$ cat src/rtl/dmem_arbiter_pkg.sv
// -----------------------------------------------------------------------------
// dmem_arbiter_pkg
// Shared types for the data-memory arbiter.
//   arb_state_e : last-owner record kept by the arbiter FSM
//   arb_owner_e : combinational winner of the current cycle
//   burst_cnt_width() : width of the host burst counter for a given MAX_BURST
// -----------------------------------------------------------------------------
package dmem_arbiter_pkg;

    typedef enum logic [1:0] {
        IDLE        = 2'd0,
        CORE_LAST   = 2'd1,
        HOST_LAST   = 2'd2,
        HOST_LOCKED = 2'd3
    } arb_state_e;

    typedef enum logic [1:0] {
        OWN_NONE = 2'd0,
        OWN_CORE = 2'd1,
        OWN_HOST = 2'd2
    } arb_owner_e;

    // The counter must be able to hold the value MAX_BURST itself.
    function automatic int unsigned burst_cnt_width(input int unsigned max_burst);
        return $clog2(max_burst + 32'd1);
    endfunction

endpackage

$ cat src/rtl/dmem_arbiter_if.sv
// -----------------------------------------------------------------------------
// dmem_arbiter_if
// Bundles both requester ports (core, host) and the data_mem side of the
// arbiter.
//   slave  : arbiter view (requests and mem_rdata in; grants, read data and
//            memory controls out)
//   master : environment view (core, host and data_mem together)
// -----------------------------------------------------------------------------
interface dmem_arbiter_if #(
    parameter int unsigned AW = 8,
    parameter int unsigned DW = 8
);
    // core requester
    logic          core_req;
    logic          core_we;
    logic [AW-1:0] core_addr;
    logic [DW-1:0] core_wdata;
    logic          core_gnt;
    logic          core_stall;
    logic          core_rvalid;
    logic [DW-1:0] core_rdata;
    // host requester
    logic          host_req;
    logic          host_we;
    logic          host_lock;
    logic [AW-1:0] host_addr;
    logic [DW-1:0] host_wdata;
    logic          host_gnt;
    logic          host_rvalid;
    logic [DW-1:0] host_rdata;
    // data_mem side
    logic [AW-1:0] mem_addr;
    logic          mem_read;
    logic          mem_write;
    logic [DW-1:0] mem_wdata;
    logic [DW-1:0] mem_rdata;

    modport slave (
        input  core_req, core_we, core_addr, core_wdata,
        output core_gnt, core_stall, core_rvalid, core_rdata,
        input  host_req, host_we, host_lock, host_addr, host_wdata,
        output host_gnt, host_rvalid, host_rdata,
        output mem_addr, mem_read, mem_write, mem_wdata,
        input  mem_rdata
    );

    modport master (
        output core_req, core_we, core_addr, core_wdata,
        input  core_gnt, core_stall, core_rvalid, core_rdata,
        output host_req, host_we, host_lock, host_addr, host_wdata,
        input  host_gnt, host_rvalid, host_rdata,
        input  mem_addr, mem_read, mem_write, mem_wdata,
        output mem_rdata
    );

endinterface

$ cat src/rtl/dmem_arbiter_burst_ctr.sv
// -----------------------------------------------------------------------------
// dmem_arbiter_burst_ctr
// Saturating counter of consecutive locked host grants taken while the core
// is waiting.
//   clk, start_n : clock, async active-low reset
//   inc          : count one more locked host grant (stops at limit)
//   clr          : clear to zero (wins over inc)
//   limit        : saturation value
//   cnt          : current count
//   at_limit     : cnt == limit
// -----------------------------------------------------------------------------
module dmem_arbiter_burst_ctr #(
    parameter int unsigned CW = 3
) (
    input  logic          clk,
    input  logic          start_n,
    input  logic          inc,
    input  logic          clr,
    input  logic [CW-1:0] limit,
    output logic [CW-1:0] cnt,
    output logic          at_limit
);

    logic [CW-1:0] cnt_r;

    // Count register: clear has priority, increment saturates at limit
    always_ff @(posedge clk or negedge start_n) begin
        if (!start_n) begin
            cnt_r <= {CW{1'b0}};
        end else if (clr) begin
            cnt_r <= {CW{1'b0}};
        end else if (inc && (cnt_r != limit)) begin
            cnt_r <= cnt_r + CW'(1'b1);
        end else begin
            cnt_r <= cnt_r;
        end
    end

    assign cnt      = cnt_r;
    assign at_limit = (cnt_r == limit);

endmodule

$ cat src/rtl/dmem_arbiter.sv
// -----------------------------------------------------------------------------
// dmem_arbiter
// Shares one data_mem between the core load/store path and a host port.
// Round-robin on contention, with a host lock that is bounded so the core
// waits at most MAX_BURST+1 cycles.
//   clk      : system clock
//   start_n  : asynchronous active-low reset
//   bus      : dmem_arbiter_if.slave
//              core_* : core request / grant / stall / read return
//              host_* : host request (with lock) / grant / read return
//              mem_*  : data_mem addr, read/write strobes, write/read data
// Grants and memory controls are combinational from the current requests and
// the registered last-owner state; read data returns one cycle after grant.
// -----------------------------------------------------------------------------
module dmem_arbiter
    import dmem_arbiter_pkg::*;
#(
    parameter int unsigned AW        = 8,
    parameter int unsigned DW        = 8,
    parameter int unsigned MAX_BURST = 4
) (
    input  logic           clk,
    input  logic           start_n,
    dmem_arbiter_if.slave  bus
);

    localparam int unsigned CW = burst_cnt_width(MAX_BURST);

    arb_state_e    state_r;
    arb_state_e    state_nxt_s;
    arb_owner_e    winner_s;
    logic          lock_hold_s;
    logic          core_gnt_s;
    logic          host_gnt_s;
    logic          cnt_inc_s;
    logic          cnt_clr_s;
    logic          at_limit_s;
    logic [CW-1:0] burst_cnt_s;
    logic          core_rvalid_r;
    logic [DW-1:0] core_rdata_r;
    logic          host_rvalid_r;
    logic [DW-1:0] host_rdata_r;

    // The host keeps a lock only while the core has not yet waited the full burst.
    assign lock_hold_s = (state_r == HOST_LOCKED) && bus.host_req && bus.host_lock &&
                         (!at_limit_s || !bus.core_req);

    // Winner selection: held lock first, then alternate owners on contention
    always_comb begin
        winner_s = OWN_NONE;
        if (!start_n) begin
            winner_s = OWN_NONE;
        end else if (lock_hold_s) begin
            winner_s = OWN_HOST;
        end else if (bus.core_req && bus.host_req) begin
            case (state_r)
                CORE_LAST:   winner_s = OWN_HOST;
                HOST_LAST:   winner_s = OWN_CORE;
                HOST_LOCKED: winner_s = OWN_CORE;
                IDLE:        winner_s = OWN_CORE;
                default:     winner_s = OWN_CORE;
            endcase
        end else if (bus.core_req) begin
            winner_s = OWN_CORE;
        end else if (bus.host_req) begin
            winner_s = OWN_HOST;
        end else begin
            winner_s = OWN_NONE;
        end
    end

    assign core_gnt_s = (winner_s == OWN_CORE);
    assign host_gnt_s = (winner_s == OWN_HOST);

    // Memory-side mux: winner drives addr/data/strobes, all zero when idle
    always_comb begin
        bus.mem_addr  = {AW{1'b0}};
        bus.mem_wdata = {DW{1'b0}};
        bus.mem_read  = 1'b0;
        bus.mem_write = 1'b0;
        case (winner_s)
            OWN_CORE: begin
                bus.mem_addr  = bus.core_addr;
                bus.mem_wdata = bus.core_wdata;
                bus.mem_read  = !bus.core_we;
                bus.mem_write = bus.core_we;
            end
            OWN_HOST: begin
                bus.mem_addr  = bus.host_addr;
                bus.mem_wdata = bus.host_wdata;
                bus.mem_read  = !bus.host_we;
                bus.mem_write = bus.host_we;
            end
            default: begin
                bus.mem_addr  = {AW{1'b0}};
                bus.mem_wdata = {DW{1'b0}};
                bus.mem_read  = 1'b0;
                bus.mem_write = 1'b0;
            end
        endcase
    end

    assign bus.core_gnt   = core_gnt_s;
    assign bus.host_gnt   = host_gnt_s;
    // Stall is suppressed in reset so every output is quiet while start_n is low.
    assign bus.core_stall = start_n && bus.core_req && !core_gnt_s;

    // Next-state: remember who owned the memory last; hold when nobody did
    always_comb begin
        state_nxt_s = state_r;
        case (winner_s)
            OWN_CORE: state_nxt_s = CORE_LAST;
            OWN_HOST: begin
                if (bus.host_lock) begin
                    state_nxt_s = HOST_LOCKED;
                end else begin
                    state_nxt_s = HOST_LAST;
                end
            end
            default:  state_nxt_s = state_r;
        endcase
    end

    // State register
    always_ff @(posedge clk or negedge start_n) begin
        if (!start_n) begin
            state_r <= IDLE;
        end else begin
            state_r <= state_nxt_s;
        end
    end

    // Only locked grants taken while the core is waiting count toward the bound.
    assign cnt_inc_s = host_gnt_s && (state_r == HOST_LOCKED) && bus.core_req;
    assign cnt_clr_s = core_gnt_s || (host_gnt_s && !bus.host_lock);

    dmem_arbiter_burst_ctr #(
        .CW (CW)
    ) u_burst_ctr (
        .clk      (clk),
        .start_n  (start_n),
        .inc      (cnt_inc_s),
        .clr      (cnt_clr_s),
        .limit    (CW'(MAX_BURST)),
        .cnt      (burst_cnt_s),
        .at_limit (at_limit_s)
    );

    // Read return: capture data_mem output for the reader, one-cycle valid pulse
    always_ff @(posedge clk or negedge start_n) begin
        if (!start_n) begin
            core_rvalid_r <= 1'b0;
            core_rdata_r  <= {DW{1'b0}};
            host_rvalid_r <= 1'b0;
            host_rdata_r  <= {DW{1'b0}};
        end else begin
            core_rvalid_r <= core_gnt_s && !bus.core_we;
            host_rvalid_r <= host_gnt_s && !bus.host_we;
            if (core_gnt_s && !bus.core_we) begin
                core_rdata_r <= bus.mem_rdata;
            end else begin
                core_rdata_r <= core_rdata_r;
            end
            if (host_gnt_s && !bus.host_we) begin
                host_rdata_r <= bus.mem_rdata;
            end else begin
                host_rdata_r <= host_rdata_r;
            end
        end
    end

    assign bus.core_rvalid = core_rvalid_r;
    assign bus.core_rdata  = core_rdata_r;
    assign bus.host_rvalid = host_rvalid_r;
    assign bus.host_rdata  = host_rdata_r;

endmodule

$ cat src/flat_wrapper.sv
// flat-port wrapper written by rule: the top's interface ports become plain ports
module dmem_arbiter_flat import dmem_arbiter_pkg::*;
#(
    parameter int unsigned AW        = 8,
    parameter int unsigned DW        = 8,
    parameter int unsigned MAX_BURST = 4
)
  (clk, start_n, bus_core_req, bus_core_we, bus_core_addr, bus_core_wdata, bus_core_gnt, bus_core_stall, bus_core_rvalid, bus_core_rdata, bus_host_req, bus_host_we, bus_host_lock, bus_host_addr, bus_host_wdata, bus_host_gnt, bus_host_rvalid, bus_host_rdata, bus_mem_addr, bus_mem_read, bus_mem_write, bus_mem_wdata, bus_mem_rdata);
  dmem_arbiter_if #(.AW(AW), .DW(DW)) bus_i ();
  input  logic clk;
  input  logic start_n;
  input wire logic [$bits(bus_i.core_req)-1:0] bus_core_req;
  input wire logic [$bits(bus_i.core_we)-1:0] bus_core_we;
  input wire logic [$bits(bus_i.core_addr)-1:0] bus_core_addr;
  input wire logic [$bits(bus_i.core_wdata)-1:0] bus_core_wdata;
  output wire logic [$bits(bus_i.core_gnt)-1:0] bus_core_gnt;
  output wire logic [$bits(bus_i.core_stall)-1:0] bus_core_stall;
  output wire logic [$bits(bus_i.core_rvalid)-1:0] bus_core_rvalid;
  output wire logic [$bits(bus_i.core_rdata)-1:0] bus_core_rdata;
  input wire logic [$bits(bus_i.host_req)-1:0] bus_host_req;
  input wire logic [$bits(bus_i.host_we)-1:0] bus_host_we;
  input wire logic [$bits(bus_i.host_lock)-1:0] bus_host_lock;
  input wire logic [$bits(bus_i.host_addr)-1:0] bus_host_addr;
  input wire logic [$bits(bus_i.host_wdata)-1:0] bus_host_wdata;
  output wire logic [$bits(bus_i.host_gnt)-1:0] bus_host_gnt;
  output wire logic [$bits(bus_i.host_rvalid)-1:0] bus_host_rvalid;
  output wire logic [$bits(bus_i.host_rdata)-1:0] bus_host_rdata;
  output wire logic [$bits(bus_i.mem_addr)-1:0] bus_mem_addr;
  output wire logic [$bits(bus_i.mem_read)-1:0] bus_mem_read;
  output wire logic [$bits(bus_i.mem_write)-1:0] bus_mem_write;
  output wire logic [$bits(bus_i.mem_wdata)-1:0] bus_mem_wdata;
  input wire logic [$bits(bus_i.mem_rdata)-1:0] bus_mem_rdata;
  assign bus_i.core_req = bus_core_req;
  assign bus_i.core_we = bus_core_we;
  assign bus_i.core_addr = bus_core_addr;
  assign bus_i.core_wdata = bus_core_wdata;
  assign bus_core_gnt = bus_i.core_gnt;
  assign bus_core_stall = bus_i.core_stall;
  assign bus_core_rvalid = bus_i.core_rvalid;
  assign bus_core_rdata = bus_i.core_rdata;
  assign bus_i.host_req = bus_host_req;
  assign bus_i.host_we = bus_host_we;
  assign bus_i.host_lock = bus_host_lock;
  assign bus_i.host_addr = bus_host_addr;
  assign bus_i.host_wdata = bus_host_wdata;
  assign bus_host_gnt = bus_i.host_gnt;
  assign bus_host_rvalid = bus_i.host_rvalid;
  assign bus_host_rdata = bus_i.host_rdata;
  assign bus_mem_addr = bus_i.mem_addr;
  assign bus_mem_read = bus_i.mem_read;
  assign bus_mem_write = bus_i.mem_write;
  assign bus_mem_wdata = bus_i.mem_wdata;
  assign bus_i.mem_rdata = bus_mem_rdata;
  dmem_arbiter #(.AW(AW), .DW(DW), .MAX_BURST(MAX_BURST)) u_core (.clk(clk), .start_n(start_n), .bus(bus_i));
endmodule
$ cat config.mk
export PLATFORM = sky130hd
export DESIGN_NAME = dmem_arbiter_flat
export DESIGN_NICKNAME = d
export VERILOG_FILES = /design/src/rtl/dmem_arbiter_pkg.sv /design/src/rtl/dmem_arbiter_if.sv /design/src/rtl/dmem_arbiter_burst_ctr.sv /design/src/rtl/dmem_arbiter.sv /design/src/flat_wrapper.sv
export SDC_FILE = /design/constraint.sdc
export NUM_CORES = 1
export LEC_CHECK = 0
export BUFFER_PORTS_ARGS = -buffer_cell sky130_fd_sc_hd__buf_2
export CORE_ASPECT_RATIO = 1.25
export CORE_MARGIN = 4
export CORE_UTILIZATION = 44
export DETAILED_ROUTE_END_ITERATION = 16
export GPL_TIMING_DRIVEN = 0
export PLACE_DENSITY = 0.84
export SLEW_MARGIN = 25
export SYNTH_ARGS = -nofsm -noshare
export SYNTH_HDL_FRONTEND = slang
export SYNTH_SLANG_ARGS = --single-unit
$ cat constraint.sdc
create_clock -name clk -period 6.6 [get_ports clk]
set_clock_uncertainty 0.15 [all_clocks]
set_input_delay 0.99 -clock clk [delete_from_list [all_inputs] [get_ports clk]]
set_output_delay 0.99 -clock clk [all_outputs]
set_load 0.02 [all_outputs]
# ---- Yosys cells after proc, flatten, opt, wreduce, memory -nomap -nowiden
# Cells that the tools add are included.
dict set report op_classes {
  n_reduce_logical 24
  n_eq_ne 7
  mux 14
  add_sub_neg 1
}
# op n
set ops {}
lappend ops {{$pmux 8 s2} 2}
lappend ops {{$logic_and 1x1->1} 12}
lappend ops {{$mux 2} 5}
lappend ops {{$pmux 2 s2} 2}
lappend ops {{$eq 2x2->1 const B} 3}
lappend ops {{$logic_not 1->1} 6}
lappend ops {{$mux 3} 2}
lappend ops {{$eq 2x1->1 const B} 2}
lappend ops {{$pmux 1 s2} 2}
lappend ops {{$reduce_bool 2->1} 2}
lappend ops {{$add 3x1->3 const B} 1}
lappend ops {{$eq 3x3->1 const B} 1}
lappend ops {{$ne 3x3->1 const B} 1}
lappend ops {{$reduce_or 3->1} 1}
lappend ops {{$logic_not 2->1} 1}
lappend ops {{$logic_or 1x1->1} 2}
lappend ops {{$mux 1} 1}
dict set report totals {
  out_inout_bits 39
  in_bits 47
  regBits 23
  word_cells 52
}

# ---- Logic depth before layout (Yosys ltp)
# Gate-level depths: netlist of the first run.
dict set report depth {
  word_depth 12
  mapped_depth 9
  ltp_nobuf 8
}

# ---- By module
# A second synthesis of the first run with hierarchy kept.
dict set report hier_totals {
  cells_unflattened 117
  area_unflattened_um2 1320.0
}
# mod area_per_inst_um2 cells_each seq_area_each_um2 instances
set modules_own_cells {}
lappend modules_own_cells {dmem_arbiter 1068.5 89 500.5 1}
lappend modules_own_cells {dmem_arbiter_burst_ctr 251.5 28 75.1 1}

# ---- Worst setup path after synthesis of the first run
# OpenSTA, ideal clock, no wires.
dict set report synth_path {
  path_kind {input port to output port}
  from {input bus_host_lock}
  to {output bus_mem_addr[1]}
  n_path_buf 2
  required_ns 5.460
  path_slack_ns 3.004
  path_stages 8
  arrival_time_ns 2.456
  cell_sequence {nand3_1 a31oi_1 or2_2 ha_1 buf_4 nor2_4 buf_4 a22o_1}
}
dict set report synth_via {
  elab_chain_len 6
  word_cells_on_any_way 7
  classes_between {2 x eq/ne; 3 x mux; 2 x reduce/logical}
}
# element line
set synth_lines {}
lappend synth_lines {{start: declaration} flat_wrapper.sv:22} ;# input wire logic [$bits(bus_i.host_lock)-1:0] bus_host_lock;
lappend synth_lines {{$logic_and 1x1->1 (*) (2 in series)} dmem_arbiter.sv:45} ;# assign lock_hold_s = (state_r == HOST_LOCKED) && bus.host_req && bus.host_lock &&
lappend synth_lines {{$mux 2 (*)} dmem_arbiter.sv:53} ;# end else if (lock_hold_s) begin
lappend synth_lines {{$mux 2 (*)} dmem_arbiter.sv:51} ;# if (!start_n) begin
lappend synth_lines {{$eq 2x2->1 or $eq 2x1->1 (tied branches)} dmem_arbiter.sv:81} ;# case (winner_s)
lappend synth_lines {{$pmux 8 s2 (*)} dmem_arbiter.sv:81}
lappend synth_lines {{end: declaration} flat_wrapper.sv:28} ;# output wire logic [$bits(bus_i.mem_addr)-1:0] bus_mem_addr;
# Mark *: on every way between the ends. The rest lies on a longest branch, timed or not.

# ---- Final worst setup path of the first run
dict set report layout_path {
  from {input start_n}
  to {output bus_mem_wdata[3]}
}
dict set report layout_via {
  elab_chain_len 3
  word_cells_on_any_way 4
  classes_between {2 x eq/ne; 2 x mux}
}
# element line
set layout_lines {}
lappend layout_lines {{start: declaration} flat_wrapper.sv:11} ;# input logic start_n;
lappend layout_lines {{$mux 2 (*)} dmem_arbiter.sv:51}
lappend layout_lines {{$eq 2x2->1 or $eq 2x1->1 (tied branches)} dmem_arbiter.sv:81}
lappend layout_lines {{$pmux 8 s2 (*)} dmem_arbiter.sv:81}
lappend layout_lines {{end: declaration} flat_wrapper.sv:31} ;# output wire logic [$bits(bus_i.mem_wdata)-1:0] bus_mem_wdata;
# Marked as above.

==> flow_summary.toml, run 1 <==
[sta]
period_needed_ns = 4.29
setup_tns_ns = 0
period_share = 0.650
max_freq_mhz = 233
maxSlewViolCount = 0
tightest_slew_ns = 0.538
rsz0062_at_grt = "no"
finalSetupViolations = 0
maxSlewHeadroom = 0.641
finalHoldViolCount = 0

[yosys]
yosysMostFrequentCell = "dfrtp_1"
async_flop_share = 1.00
synth_nets = 159
synth_edf_count = 0
yosysTopAreaCellShare = 0.452
seq_area_frac_synth = 0.452
synth.distinct_cells = 29
yosys-top-cells-area = "dfrtp_1 (45%), mux2_2 (14%), a22o_1 (11%)"
synth_top_area_cell = "dfrtp_1"
ys.flop_type = "dfrtp_1"
synthTopCellsByCount = "dfrtp_1 (23), a22o_1 (16), mux2_2 (16)"
avgSynthCellArea_um2 = 12.0
syn_inst = 106
ys_ff_latch = 23
netlist_area_mm2 = 0.00127
synth-warning-count = 0

[floorplan]
start_util = 0.466
fp.dieH_um = 68.1
placementRows = 21
dieArea_mm2 = 0.00382
boundaryPins = 86
dieWidth_um = 56.1
core_region_area_mm2 = 0.00273

[grt]
grtUsageMet2 = 0.355
grt_pass1_wl_um = 5630
grt_util_met1 = 0.213
grt_use_met3 = 0.0434
grt-ovfl-total = 0
grtUsageTotal = 0.193
grt_start_max_net_pins = 28
grt.busiest_layer = "met2"
antenna_found_initial = 0
grt_pass1_vias = 1290

[finish]
fin_util = 0.647
antenna_cells = 0
synthToLayoutAreaGrowth_pct = 38.9
fin_nets = 249
drive_gt1_frac = 0.595

[placed_design]
place_hpwl_um = 2930
io_buffers = 85
gp_congestion = 0.739

[critical_path]
crit_start = "start_n"
cp-end-kind = "output pin"
crit_required_ns = 5.46
rr_worst_depth = 8
r2r-start = "u_core.u_burst_ctr.cnt[0]$_DFFE_PN0P_"
path_max_fanout = 27
arrival_ns = 3.15
path_class = "input port to output pin"
startpoint_type = "input port"

[route]
detail-route-antenna-nets = 0
wl_per_cell_um = 14.9
drt_iter0_drc = 27
routed_wirelength_um = 3400
via_per_inst = 5.29
firstDrtPassIters = 4
vias = 1211
drc_errors = 0

[power_and_ir_drop]
power_leakage_nw = 0.962
power_frac_clock = 0.132
finalPower_mw = 0.476
pwr-share-comb = 0.445
irDropWorstVdd_mv = 0.134
power_density_mw_per_mm2 = 269
swShare = 0.382
p_sw_mw = 0.182
p_int_mw = 0.294
seqPwrFrac = 0.423

[cts]
ctsResizeCount = 0
cts_buffers = 3
htreeDepth = 1
cts_tree = "done"
cts_num_sinks = 23
path_clk_slew_ns = 0.12
clockRootBuffer = "clkbuf_4"
clock_path_buffers = 2
holdBufCountCts = 0
post_cts.repair.setup_buffers = 0
insertion_delay_ns = 0.31

[min_path]
hp-class = "register to register"
worst_hold_path.num_cells = 1
worstHoldStart = "u_core.bus.host_rdata[2]$_DFFE_PN0P_"

[flow_run]
drv_cap = 0

[status]
status = "complete, no violations"
[critical path: stages]
cell and delay (ns):
buf_2 0.43, o211ai_1 0.20, or2_2 0.33, ha_1 0.30
buf_4 0.17, nor2_4 0.19, buf_4 0.20, a22o_1 0.16
buf_2 0.16
[layout by cell type (no fill, tap or decap)]
cell type / instances
a21boi_0: 1
a21boi_4: 1
a21o_1: 1
a21oi_1: 3
a22o_1: 16
a22oi_1: 1
a31oi_1: 1
and3_1: 1
and4_4: 1
and4b_2: 1
buf_2: 87
buf_4: 3
clkbuf_4: 3
clkinv_2: 1
dfrtp_1: 23
ha_1: 6
inv_1: 7
mux2_2: 16
mux2i_1: 2
nand2_1: 1
nand2b_1: 2
nand3_1: 1
nor2_1: 2
nor2_4: 2
nor2b_1: 1
nor3_1: 1
nor3b_1: 1
o211ai_1: 5
o21a_1: 1
o21ai_0: 2
or2_2: 1
[cell families after synthesis]
group | synth area share
compound gates | 0.203
fa+ha+maj | 0.0590
buf+inv | 0.0462
flops | 0.452
mux | 0.157
simple gates | 0.0826
[metrics by stage]
step	worst slack [ns]	std cells	hold WS, ns	area (um2)
final	2.31	229	0.364	1770
after global routing	2.08	229	0.387	1770
after CTS	2.27	229	0.366	1770
after detailed placement	2.26	225	0.338	1740
after global placement	2.36	225	0.332	1740
after floorplan	3.00	106	0.340	1270
[power by group through the flow]
stage                     Clock [mW]  Sequential (mW)  Combinational, mW
final                         0.0628            0.202              0.212
after global routing          0.0728            0.208              0.229
after CTS                     0.0654            0.202              0.215
after detailed placement           0            0.205              0.215
after global placement             0            0.202              0.209
after floorplan                    0            0.252             0.0874
[final cells by class]
cell class / instances / area [um2]
buffer: 5 / 32.5
clock buffer: 3 / 22.5
sequential: 23 / 576
tap: 34 / 42.5
multi-input combinational: 71 / 638
fill: 217 / 965
inverter: 7 / 26.3
clock inverter: 1 / 5.00
timing repair buffer: 85 / 425
[per-layer routing]
metal | wire length (um) | vias to the layer above
li1 | - | 573
met5 | 0 | -
met1 | 1320 | 552
met2 | 1620 | 81
met4 | 61 | 0
met3 | 407 | 5
[path summary, 6_finish.rpt]
path                                                   endpoint  slack (ns)
min                        u_core.bus.host_rdata[2]$_DFFE_PN0P_        0.36
max in group asynchronous  u_core.bus.host_rdata[0]$_DFFE_PN0P_        5.45
max                                            bus_mem_wdata[3]        2.31
max reg2reg                u_core.bus.host_rdata[6]$_DFFE_PN0P_        4.18
min reg2reg                u_core.bus.host_rdata[2]$_DFFE_PN0P_        0.36
min in group asynchronous  u_core.bus.host_rdata[2]$_DFFE_PN0P_        0.49
[state kept, by name, indices dropped and copies added, names as in the netlist]
| signal | flops |
|---|---|
| u_core.state_r | 2 |
| u_core.bus.core_rdata | 8 |
| u_core.bus.host_rvalid | 1 |
| u_core.bus.core_rvalid | 1 |
| u_core.bus.host_rdata | 8 |
| u_core.u_burst_ctr.cnt | 3 |
Power figures use the tool's default switching activity.
==> run 2, diff against run 1 <==
--- a/config.mk
+++ b/config.mk
@@ -8,10 +8,10 @@
 export BUFFER_PORTS_ARGS = -buffer_cell sky130_fd_sc_hd__buf_2
 export CORE_ASPECT_RATIO = 1.25
 export CORE_MARGIN = 4
-export CORE_UTILIZATION = 44
+export CORE_UTILIZATION = 37
 export DETAILED_ROUTE_END_ITERATION = 16
 export GPL_TIMING_DRIVEN = 0
-export PLACE_DENSITY = 0.84
+export PLACE_DENSITY = 0.75
 export SLEW_MARGIN = 25
 export SYNTH_ARGS = -nofsm -noshare
 export SYNTH_HDL_FRONTEND = slang
==> constraint.sdc (replaced) <==
create_clock -name clk -period 3.78 [get_ports clk]
set_clock_uncertainty 0.15 [all_clocks]
set_input_delay 0.567 -clock clk [delete_from_list [all_inputs] [get_ports clk]]
set_output_delay 0.567 -clock clk [all_outputs]
set_load 0.02 [all_outputs]
==> flow_summary.toml, run 2 (synthesized netlist as in run 1, its figures left out) <==
[floorplan]
dieArea_mm2 = 0.00445
placementRows = 23
core_region_area_mm2 = 0.00325
fp.dieH_um = 73.6
start_util = 0.391
dieWidth_um = 60.5
boundaryPins = 86

[finish]
drive_gt1_frac = 0.590
antenna_cells = 0
final_common_cell = "buf_2"
final_cell_mix = "buf_2 (87), dfrtp_1 (23), a22o_1 (16), mux2_2 (16), inv_1 (7)"
synthToLayoutAreaGrowth_pct = 40.6
fin_nets = 249
fin_util = 0.550
fillers = 329

[placed_design]
gp_congestion = 0.709
pre_cts_slack_ns = 0.264
place_hpwl_um = 2650
io_buffers = 85

[route]
vias = 1187
routed_wirelength_um = 3100
drt_iter0_drc = 15
firstDrtPassIters = 3
detail-route-antenna-nets = 0
wl_per_cell_um = 13.4
drc_errors = 0
via_per_inst = 5.12

[grt]
grtUsageTotal = 0.145
grt.busiest_layer = "met2"
antenna_found_initial = 0
grt_pass1_wl_um = 5000
grtUsageMet2 = 0.281
grt_util_met1 = 0.153
grt_pass1_vias = 1214
grt-ovfl-total = 0
grt_use_met3 = 0.0351
grt_start_max_net_pins = 28

[cts]
ctsResizeCount = 0
cts_num_sinks = 23
holdBufCountCts = 0
insertion_delay_ns = 0.25
cts_buffers = 3
path_clk_slew_ns = 0.08
post_cts.repair.setup_buffers = 0
clockRootBuffer = "clkbuf_8"
htreeDepth = 1
cts_tree = "done"
clock_path_buffers = 2

[power_and_ir_drop]
irDropWorstVdd_mv = 0.309
power_density_mw_per_mm2 = 481
finalPower_mw = 0.861
power_leakage_nw = 0.967

[critical_path]
rr_worst_depth = 8
cp_slowest_cell = "buf_2"
crit_required_ns = 3.06
path_max_fanout = 27
arrival_ns = 2.73
path_class = "input port to output pin"
startpoint_type = "input port"
crit_chain = "buf_2 -> o211ai_1 -> or2_2 -> ha_1 -> buf_4 -> nor2_4 -> buf_4 -> a22o_1 -> buf_2"
cp-end-kind = "output pin"
max_stage_delay_ns = 0.45

[sta]
timing.final.ws_setup_ns = 0.332
max_freq_mhz = 290
finalSetupViolations = 0
maxSlewViolCount = 0
maxSlewHeadroom = 0.625
hold_ws_ns = 0.147
setup_tns_ns = 0
finalHoldViolCount = 0
period_needed_ns = 3.45
period_share = 0.912
tightest_slew_ns = 0.563
rsz0062_at_grt = "no"

[flow_run]
drv_cap = 0

[min_path]
hp-class = "input port to async pin"

[status]
status = "complete, no violations"
run 2: worst paths after layout:
kind	start	endpoint	slack, ns
max in group asynchronous	start_n	u_core.u_burst_ctr.cnt[1]$_DFFE_PN0P_	2.96
worst min-delay path	start_n	u_core.bus.host_rvalid$_DFF_PN0_	0.15
min in group clk	u_core.bus.host_rdata[0]$_DFFE_PN0P_	u_core.bus.host_rdata[0]$_DFFE_PN0P_	0.35
worst min register to register	u_core.bus.host_rdata[0]$_DFFE_PN0P_	u_core.bus.host_rdata[0]$_DFFE_PN0P_	0.35
worst max-delay path	start_n	bus_mem_addr[2]	0.33
worst max register to register	u_core.u_burst_ctr.cnt[0]$_DFFE_PN0P_	u_core.bus.host_rdata[1]$_DFFE_PN0P_	1.39
run 2: routing by layer:
| metal | up-vias | wire length (um) |
|---|---|---|
| met3 | 2 | 415 |
| met2 | 81 | 1530 |
| met1 | 532 | 1140 |
| met4 | 0 | 13 |
| li1 | 572 | - |
| met5 | - | 0 |
run 2: final cells by class:
class	count	area, um2	share of cell area
Multi-Input combinational cell	71	638	0.357
Buffer	5	32.5	0.0182
Sequential cell	23	576	0.322
Timing Repair Buffer	85	425	0.238
Tap cell	37	46.3	0.0259
Inverter	7	26.3	0.0147
Clock buffer	4	45.0	0.0252
run 2: power by group:
group / total [mW] / internal, mW / switching, mW
Sequential: 0.351 / 0.318 / 0.0332
Combinational: 0.365 / 0.157 / 0.208
Clock: 0.145 / 0.0749 / 0.0701
run 2: worst max-delay path, delay by kind of cell:
| family | cells | cell delay, ns |
|---|---|---|
| and+or+nand+nor | 2 | 0.52 |
| adders and majority gates | 1 | 0.29 |
| AOI/OAI and AO/OA | 2 | 0.35 |
| buffers and inverters | 4 | 0.98 |
run 2: through the flow:
| stage | instance area [um2] | instances |
|---|---|---|
| finish | 1790 | 232 |
| global route | 1790 | 232 |
| CTS | 1790 | 232 |
| detailed placement | 1740 | 228 |
| global placement | 1740 | 228 |
| floorplan | 1270 | 106 |
